**config.mk**
```make
export PLATFORM = sky130hd
export DESIGN_NAME = rx_adc_interface_flat
export DESIGN_NICKNAME = d
export VERILOG_FILES = /design/src/rtl/rx_adc_interface_if.sv /design/src/rtl/rx_adc_interface.sv /design/src/flat_wrapper.sv
export SDC_FILE = /design/constraint.sdc
export NUM_CORES = 2
export LEC_CHECK = 0
export ABC_CLOCK_PERIOD_IN_PS = 8400
export BUFFER_PORTS_ARGS = -buffer_cell sky130_fd_sc_hd__buf_2
export CELL_PAD_IN_SITES_DETAIL_PLACEMENT = 0
export CELL_PAD_IN_SITES_GLOBAL_PLACEMENT = 1
export CORE_UTILIZATION = 30
export CTS_BUF_LIST = sky130_fd_sc_hd__clkbuf_16
export DETAILED_ROUTE_END_ITERATION = 8
export GPL_TIMING_DRIVEN = 0
export PLACE_DENSITY_LB_ADDON = 0.1
export SYNTH_ARGS = -nofsm -noshare
export SYNTH_HDL_FRONTEND = slang
export SYNTH_SLANG_ARGS = --single-unit
```
**constraint.sdc**
```tcl
create_clock -name clock -period 8.4 [get_ports clock]
set_clock_uncertainty 0.2 [all_clocks]
set_input_delay 1.68 -clock clock [delete_from_list [all_inputs] [get_ports clock]]
set_output_delay 1.68 -clock clock [all_outputs]
set_load 0.01 [all_outputs]
```
**src/rtl/rx_adc_interface_if.sv**
```systemverilog
// Settings-bus write port shared by the host (master) and the RX ADC front end (slave).
interface rx_adc_interface_if;
  logic [6:0]  serial_addr;
  logic [31:0] serial_data;
  logic        serial_strobe;

  modport master (output serial_addr, serial_data, serial_strobe);
  modport slave  (input  serial_addr, serial_data, serial_strobe);
endinterface

```
**src/rtl/rx_adc_interface.sv**
```systemverilog
// RX ADC front end: input register, per-ADC DC offset removal (host or closed loop),
// RSSI/overload averaging and settings-driven routing of the four ADCs onto the DDC I/Q inputs.
module rx_adc_interface #(
  parameter int ADDR_RX_MUX   = 38,
  parameter int ADDR_ADC_OFS0 = 50,
  parameter int ADDR_DC_CL_EN = 54
) (
  input  logic                 clock,
  input  logic                 reset,
  input  logic                 enable,
  rx_adc_interface_if.slave    sbus,
  input  logic [11:0]          rx_a_a,
  input  logic [11:0]          rx_b_a,
  input  logic [11:0]          rx_a_b,
  input  logic [11:0]          rx_b_b,
  output logic [31:0]          rssi_0,
  output logic [31:0]          rssi_1,
  output logic [31:0]          rssi_2,
  output logic [31:0]          rssi_3,
  output logic [15:0]          ddc0_in_i,
  output logic [15:0]          ddc0_in_q,
  output logic [15:0]          ddc1_in_i,
  output logic [15:0]          ddc1_in_q,
  output logic [15:0]          ddc2_in_i,
  output logic [15:0]          ddc2_in_q,
  output logic [15:0]          ddc3_in_i,
  output logic [15:0]          ddc3_in_q,
  output logic [3:0]           rx_numchan
);

  logic [11:0] rx_pin [4];
  logic [20:0] mux_reg;
  logic [3:0]  cl_en;
  logic [11:0] s1     [4];
  logic [15:0] s2     [4];
  logic [31:0] acc    [4];
  logic [25:0] r_acc  [4];
  logic [25:0] o_acc  [4];
  logic [15:0] ddc_i  [4];
  logic [15:0] ddc_q  [4];

  logic [15:0] adc16   [4];
  logic [16:0] diff    [4];
  logic [15:0] sat_out [4];
  logic [11:0] abs_v   [4];
  logic [3:0]  over;
  logic [25:0] r_next  [4];
  logic [25:0] o_next  [4];
  logic [3:0]  ofs_wr;
  logic        mux_wr;
  logic        cl_wr;
  logic        unused_data_bits;

  assign rx_pin[0] = rx_a_a;
  assign rx_pin[1] = rx_b_a;
  assign rx_pin[2] = rx_a_b;
  assign rx_pin[3] = rx_b_b;

  assign mux_wr = sbus.serial_strobe && (sbus.serial_addr == 7'(ADDR_RX_MUX));
  assign cl_wr  = sbus.serial_strobe && (sbus.serial_addr == 7'(ADDR_DC_CL_EN));
  assign unused_data_bits = &{1'b0, sbus.serial_data[31:21]};

  always_comb begin
    for (int n = 0; n < 4; n++) begin
      adc16[n] = {s1[n][11], s1[n], 3'b000};
      // 17-bit difference so an overflow of the 16-bit range is visible in the top two bits
      diff[n]  = {adc16[n][15], adc16[n]} - {acc[n][31], acc[n][31:16]};
      if (diff[n][16] != diff[n][15]) sat_out[n] = diff[n][16] ? 16'h8000 : 16'h7fff;
      else                            sat_out[n] = diff[n][15:0];
      abs_v[n]  = s1[n][11] ? (~s1[n] + 12'd1) : s1[n];
      over[n]   = (s1[n] == 12'h7ff) || (s1[n] == 12'h800);
      r_next[n] = r_acc[n] + {14'd0, abs_v[n]} - {10'd0, r_acc[n][25:10]};
      o_next[n] = o_acc[n] + (over[n] ? 26'd65535 : 26'd0) - {10'd0, o_acc[n][25:10]};
      ofs_wr[n] = sbus.serial_strobe && (sbus.serial_addr == 7'(ADDR_ADC_OFS0 + n));
    end
  end

  always_ff @(posedge clock) begin
    if (reset) begin
      mux_reg <= '0;
      cl_en   <= '0;
      for (int n = 0; n < 4; n++) begin
        s1[n] <= '0; s2[n] <= '0; acc[n] <= '0;
        r_acc[n] <= '0; o_acc[n] <= '0;
        ddc_i[n] <= '0; ddc_q[n] <= '0;
      end
    end else begin
      if (mux_wr) mux_reg <= sbus.serial_data[20:0];
      if (cl_wr)  cl_en   <= sbus.serial_data[3:0];
      for (int n = 0; n < 4; n++) begin
        // a host offset write overrides the loop integration on the same edge
        if (ofs_wr[n])                  acc[n] <= {sbus.serial_data[15:0], 16'h0000};
        else if (cl_en[n] && enable)    acc[n] <= acc[n] + {{16{s2[n][15]}}, s2[n]};
        if (enable) begin
          s1[n]    <= rx_pin[n];
          s2[n]    <= sat_out[n];
          r_acc[n] <= r_next[n];
          o_acc[n] <= o_next[n];
          ddc_i[n] <= s2[mux_reg[5+4*n +: 2]];
          ddc_q[n] <= mux_reg[4] ? 16'h0000 : s2[mux_reg[7+4*n +: 2]];
        end
      end
    end
  end

  assign rssi_0 = {o_acc[0][25:10], r_acc[0][25:10]};
  assign rssi_1 = {o_acc[1][25:10], r_acc[1][25:10]};
  assign rssi_2 = {o_acc[2][25:10], r_acc[2][25:10]};
  assign rssi_3 = {o_acc[3][25:10], r_acc[3][25:10]};
  assign ddc0_in_i = ddc_i[0];
  assign ddc0_in_q = ddc_q[0];
  assign ddc1_in_i = ddc_i[1];
  assign ddc1_in_q = ddc_q[1];
  assign ddc2_in_i = ddc_i[2];
  assign ddc2_in_q = ddc_q[2];
  assign ddc3_in_i = ddc_i[3];
  assign ddc3_in_q = ddc_q[3];
  assign rx_numchan = mux_reg[3:0];

endmodule

```
**src/flat_wrapper.sv**
```systemverilog
// flat-port wrapper written by rule: the top's interface ports become plain ports
module rx_adc_interface_flat 
#(
  parameter int ADDR_RX_MUX   = 38,
  parameter int ADDR_ADC_OFS0 = 50,
  parameter int ADDR_DC_CL_EN = 54
)
  (clock, reset, enable, rx_a_a, rx_b_a, rx_a_b, rx_b_b, rssi_0, rssi_1, rssi_2, rssi_3, ddc0_in_i, ddc0_in_q, ddc1_in_i, ddc1_in_q, ddc2_in_i, ddc2_in_q, ddc3_in_i, ddc3_in_q, rx_numchan, sbus_serial_addr, sbus_serial_data, sbus_serial_strobe);
  rx_adc_interface_if sbus_i ();
  input  logic clock;
  input  logic reset;
  input  logic enable;
  input  logic [11:0] rx_a_a;
  input  logic [11:0] rx_b_a;
  input  logic [11:0] rx_a_b;
  input  logic [11:0] rx_b_b;
  output logic [31:0] rssi_0;
  output logic [31:0] rssi_1;
  output logic [31:0] rssi_2;
  output logic [31:0] rssi_3;
  output logic [15:0] ddc0_in_i;
  output logic [15:0] ddc0_in_q;
  output logic [15:0] ddc1_in_i;
  output logic [15:0] ddc1_in_q;
  output logic [15:0] ddc2_in_i;
  output logic [15:0] ddc2_in_q;
  output logic [15:0] ddc3_in_i;
  output logic [15:0] ddc3_in_q;
  output logic [3:0] rx_numchan;
  input wire logic [$bits(sbus_i.serial_addr)-1:0] sbus_serial_addr;
  input wire logic [$bits(sbus_i.serial_data)-1:0] sbus_serial_data;
  input wire logic [$bits(sbus_i.serial_strobe)-1:0] sbus_serial_strobe;
  assign sbus_i.serial_addr = sbus_serial_addr;
  assign sbus_i.serial_data = sbus_serial_data;
  assign sbus_i.serial_strobe = sbus_serial_strobe;
  rx_adc_interface #(.ADDR_RX_MUX(ADDR_RX_MUX), .ADDR_ADC_OFS0(ADDR_ADC_OFS0), .ADDR_DC_CL_EN(ADDR_DC_CL_EN)) u_core (.clock(clock), .reset(reset), .enable(enable), .sbus(sbus_i), .rx_a_a(rx_a_a), .rx_b_a(rx_b_a), .rx_a_b(rx_a_b), .rx_b_b(rx_b_b), .rssi_0(rssi_0), .rssi_1(rssi_1), .rssi_2(rssi_2), .rssi_3(rssi_3), .ddc0_in_i(ddc0_in_i), .ddc0_in_q(ddc0_in_q), .ddc1_in_i(ddc1_in_i), .ddc1_in_q(ddc1_in_q), .ddc2_in_i(ddc2_in_i), .ddc2_in_q(ddc2_in_q), .ddc3_in_i(ddc3_in_i), .ddc3_in_q(ddc3_in_q), .rx_numchan(rx_numchan));
endmodule
```
=== Word-level counts from Yosys, hierarchy flattened ===
Memories as Yosys holds them, arrays and structs flattened. A register that Yosys moved wholly into a read port is not among the register bits.
Index checks and enable logic that the tools add are counted.

* Add/subtract/negate cells: 28
* Equal/unequal tests: 18
* Mux-type cells: 101
* Bitwise operators: 36
* Reductions and logical operators: 14

{| class="wikitable"
|+ Operator list
! cell !! number
|-
| $mux W16 || 28
|-
| $mux W32 || 8
|-
| $mux W26 || 8
|-
| $sub A26 B16 Y26 || 8
|-
| $add A32 B32 Y32 || 4
|-
| $add A26 B12 Y26 || 4
|-
| $add A26 B26 Y26 || 4
|-
| $mux W12 || 8
|-
| $sub A15 B16 Y17 || 4
|-
| $add A12 B1 Y12 const B || 4
|-
| $eq A12 B11 Y1 const B || 4
|-
| $eq A12 B12 Y1 const B || 4
|-
| $not A12 Y12 || 4
|-
| $eq A7 B6 Y1 const B || 6
|-
| $mux W1 || 33
|-
| $mux W2 || 16
|-
| $or A1 B1 Y1 || 32
|-
| $logic_and A1 B1 Y1 || 10
|-
| $logic_or A1 B1 Y1 || 4
|-
| $ne A1 B1 Y1 || 4
|}

* Register bits after elaboration: 25
* Bits in writable memories: 576
* Word-level logic and storage cells: 206
* Memories kept: 7

{| class="wikitable"
|+ Memories
! memory !! words !! bits a word !! rd ports !! clocked after Yosys merged registers in !! wr ports !! RTL line !! text
|-
| u_core.acc || 4 || 32 || 4 || 0 || 4 || rx_adc_interface.sv:36 || <nowiki>logic [31:0] acc [4];</nowiki>
|-
| u_core.o_acc || 4 || 26 || 4 || 0 || 4 || rx_adc_interface.sv:38 || <nowiki>logic [25:0] o_acc [4];</nowiki>
|-
| u_core.r_acc || 4 || 26 || 4 || 0 || 4 || rx_adc_interface.sv:37 || <nowiki>logic [25:0] r_acc [4];</nowiki>
|-
| u_core.ddc_i || 4 || 16 || 4 || 0 || 4 || rx_adc_interface.sv:39 || <nowiki>logic [15:0] ddc_i [4];</nowiki>
|-
| u_core.ddc_q || 4 || 16 || 4 || 0 || 4 || rx_adc_interface.sv:40 || <nowiki>logic [15:0] ddc_q [4];</nowiki>
|-
| u_core.s2 || 4 || 16 || 12 || 8 || 4 || rx_adc_interface.sv:35 || <nowiki>logic [15:0] s2 [4];</nowiki>
|-
| +1 memories || -- || -- || -- || -- || -- || -- ||
|}

=== Depth between registers and ports, before layout ===
* Word-level depth: 7
* Mapped depth: 20
* Depth with buffers taken out: 20

=== Worst setup path after synthesis ===
OpenSTA, ideal clock, no wires.

* Path kind: input port to flip-flop
* From: input port reset
* To: memory u_core.ddc_i[0][0], enable pin
* Library setup time: 0.628 ns
* Arrival: 7.323 ns
* Data required time: 7.572 ns
* Setup slack: 0.249 ns
* Cell stages on the path: 2
* Path through: clkbuf_1 -> or2_2

{| class="wikitable"
|+ RTL lines
! what !! RTL line !! text
|-
| from (decl) || flat_wrapper.sv:11 || <nowiki>input logic reset;</nowiki>
|-
| to (decl) || rx_adc_interface.sv:39 ||
|}

==> flow_summary_export.csv <==
group,metric,value,unit
status,status,"finished clean",
synth,ys_seq_area_share,37.29,%
placed_design,port_buffers,337,
detailed_routing,wl_per_cell,22.29,µm
critical_path,cp_data_required_time,8.62,ns
sta,fin_ws,2.175,ns
floorplan,fp.dieH,404.4,µm
clock_network,cts_setup_buffers,0,
sta,final-setup-viol-count,0,
placed_design,pre_cts_ws,2.003,ns
finish,regArea,18120,µm²
sta,rsz0062_at_grt,"false",
synth,synth_area_leaders,"edfxtp_1 36%, ha_1 11%, mux4_2 5.9%, fa_1 4.8%, a21o_1 3.4%",
clock_network,cts_resized,0,
grt,antenna_found_initial,22,
finish,final_cell_mix,"576 x edfxtp_1, 443 x inv_1, 412 x ha_1",
detailed_routing,drtPass1Iterations,5,
synth,ys_dominant_reg_cell,"edfxtp_1",
detailed_routing,drcViolationCount,0,
finish,nets,5820,
synth,ys_ff_latch,617,
critical_path,r2r_start,"u_core.s1[0][6]$_SDFFCE_PN0P_",
finish,utilization,34.92,%
synth,synth-edff-count,576,
power,ir_worst_vdd,161.8,µV
grt,first_global_vias,36930,
power,leakage,24.59,nW
power,power_density,357.5,nW/µm²
power,finalPower,0.02007,W
placed_design,place_congestion,0.8340,
synth,syn_nets,5381,
sta,slew_headroom,6.949,%
detailed_routing,drt_iter0_markers,2216,
floorplan,die_w,404.4,µm
finish,reg_top3,"u_core.acc (128), u_core.o_acc (104), u_core.r_acc (104)",
critical_path,cp-end-kind,"flop",
sta,fmax,160.7,MHz
detailed_routing,via_count,37130,
critical_path,crit_arrival,6.44,ns
sta,worst_pin_slew,1.396,ns
clock_network,clk_path_buf_depth,3,
grt,grt_pass1_wl,243700,µm
finish,top_register,"u_core.acc",
finish,fillers,16510,
synth,avgSynthCellArea,10.20,µm²
floorplan,core,160800,µm²
grt,grt_max_degree,70,
critical_path,critPathLaunch,"u_core.s1[0][6]$_SDFFCE_PN0P_",
synth,synth_area_leader_cell,"edfxtp_1",
finish,drive_above_1_share,15.37,%
placed_design,dp_hpwl,127600,µm
critical_path,crit_type,"reg -> reg",
clock_network,cts_buffers,84,
synth,synthCells,4762,
grt,gr-usage-all-layers,20.11,%
finish,design_area,56140,µm²
floorplan,start_util,30.22,%
placed_design,placed_area,53380,µm²
sta,fin_setup_tns,0,ns
hold_path,min-delay-start,"u_core.mux_reg[15]$_SDFFE_PP0P_",
critical_path,crit_path_start_kind,"flop",
sta,min_period_over_period,74.10,%
detailed_routing,routed_wirelength,165900,µm
hold_path,hp-class,"reg -> reg",
floorplan,std_cell_rows,147,
clock_network,clock_latency,0.70,ns
floorplan,io_pins,351,
synth,yosysWarnings,0,
critical_path,cp_max_fo,16,
clock_network,cts_tree,"yes",
synth,async_reset_ff_share,0,%
detailed_routing,routed_via_density,4.992,
finish,largest_reg_flops,128,
flow_run,maxCapViolCount,0,
hold_path,holdPathStages,2,
clock_network,htreeDepth,3,
detailed_routing,route.antenna.remaining_nets,0,
sta,min_period,6.225,ns
clock_network,clockRootBuffer,"clkbuf_16",
grt,gr-total-overflow,0,
critical_path,r2r_cells,17,
finish,final_common_cell,"edfxtp_1",
floorplan,die-area,163600,µm²
finish,multi_input_area,27380,µm²
synth,synth.top_cell.area_share,35.60,%
sta,finalHoldViolCount,0,
synth,synth_cell_types,90,
finish,area_growth,15.56,%
clock_network,hold_buffers,0,
synth,netlist_area,48580,µm²
clock_network,cts_num_sinks,617,
clock_network,clk_pin_slew,0.06,ns
sta,drv_slew,0,
layer usage:
layer / share of wire, % / routed length (µm) / track usage (%)
met1: 47 / 77360 / 28.20
met2: 46 / 76030 / 32.09
met3: 5.1 / 8423 / 2.945
met4: 2.4 / 4019 / 5.549
met5: 0.011 / 18 / 0
cells in the mapped netlist (56+ instances only):
cell and n:
nor2_1 392, clkbuf_1 112, buf_4 132, mux4_2 128, nand2b_1 56, nor3_1 103, nand3_1 66, o21a_1 59
nor2b_1 122, o21ai_0 230, nand2_1 266, and2_1 139, fa_1 116, inv_1 430, xor2_1 167, a21o_1 218
edfxtp_1 576, a21oi_1 260, xnor2_1 153, ha_1 412
metrics by stage:
step | hold slack (ns) | std cells
2_1_floorplan | 0.2543 | 4762
3_3_place_gp | 0.2789 | 7259
3_5_place_dp | 0.2937 | 7275
4_1_cts | 0.3122 | 7431
5_1_grt | 0.3438 | 7433
6_report | 0.3009 | 7439
area by class of cell:
cell class / count / area share [%]
multi-input combinational: 3449 / 48.77
sequential: 617 / 32.27
tap: 2160 / 4.814
clock buffer: 84 / 3.744
timing repair buffer: 353 / 3.662
inverter: 430 / 2.875
buffer: 266 / 2.690
clock inverter: 72 / 1.137
antenna: 8 / 0.03566
worst max-delay path, cell delays in order, from the launching register on:
cell and delay [ns]:
edfxtp_1 0.51, or4_1 0.60, nor4b_1 0.42, a21o_1 0.85
inv_1 0.13, fa_1 0.52, inv_1 0.04, ha_1 0.34
o21a_1 0.21, o31a_1 0.13, o41a_1 0.37, o211ai_2 0.23
a31oi_1 0.18, a211oi_2 0.24, nor2_1 0.09, or4_1 0.41
a31oi_1 0.33, mux2i_1 0.13
cell families after synthesis:
group,share of synthesized area (%)
compound gates,14.78
buf+inv,6.413
fa+ha+maj,15.39
xor+xnor,5.769
flops,37.29
mux,6.696
simple gates,13.66
where the power goes:
part	total, W	internal [W]	switching (W)
Combinational	0.0115	0.00515	0.00635
Clock	0.00365	0.00208	0.00157
Sequential	0.00492	0.00416	0.000753
Total	0.0201	0.0114	0.00867
final timing paths:
path         slack [ns]                           endpoint
max                2.18  u_core.o_acc[0][22]$_SDFFCE_PN0P_
min                0.30                               flop
max reg2reg        2.18  u_core.o_acc[0][22]$_SDFFCE_PN0P_
min reg2reg        0.30                               flop
(Power assumes the default switching activity.)
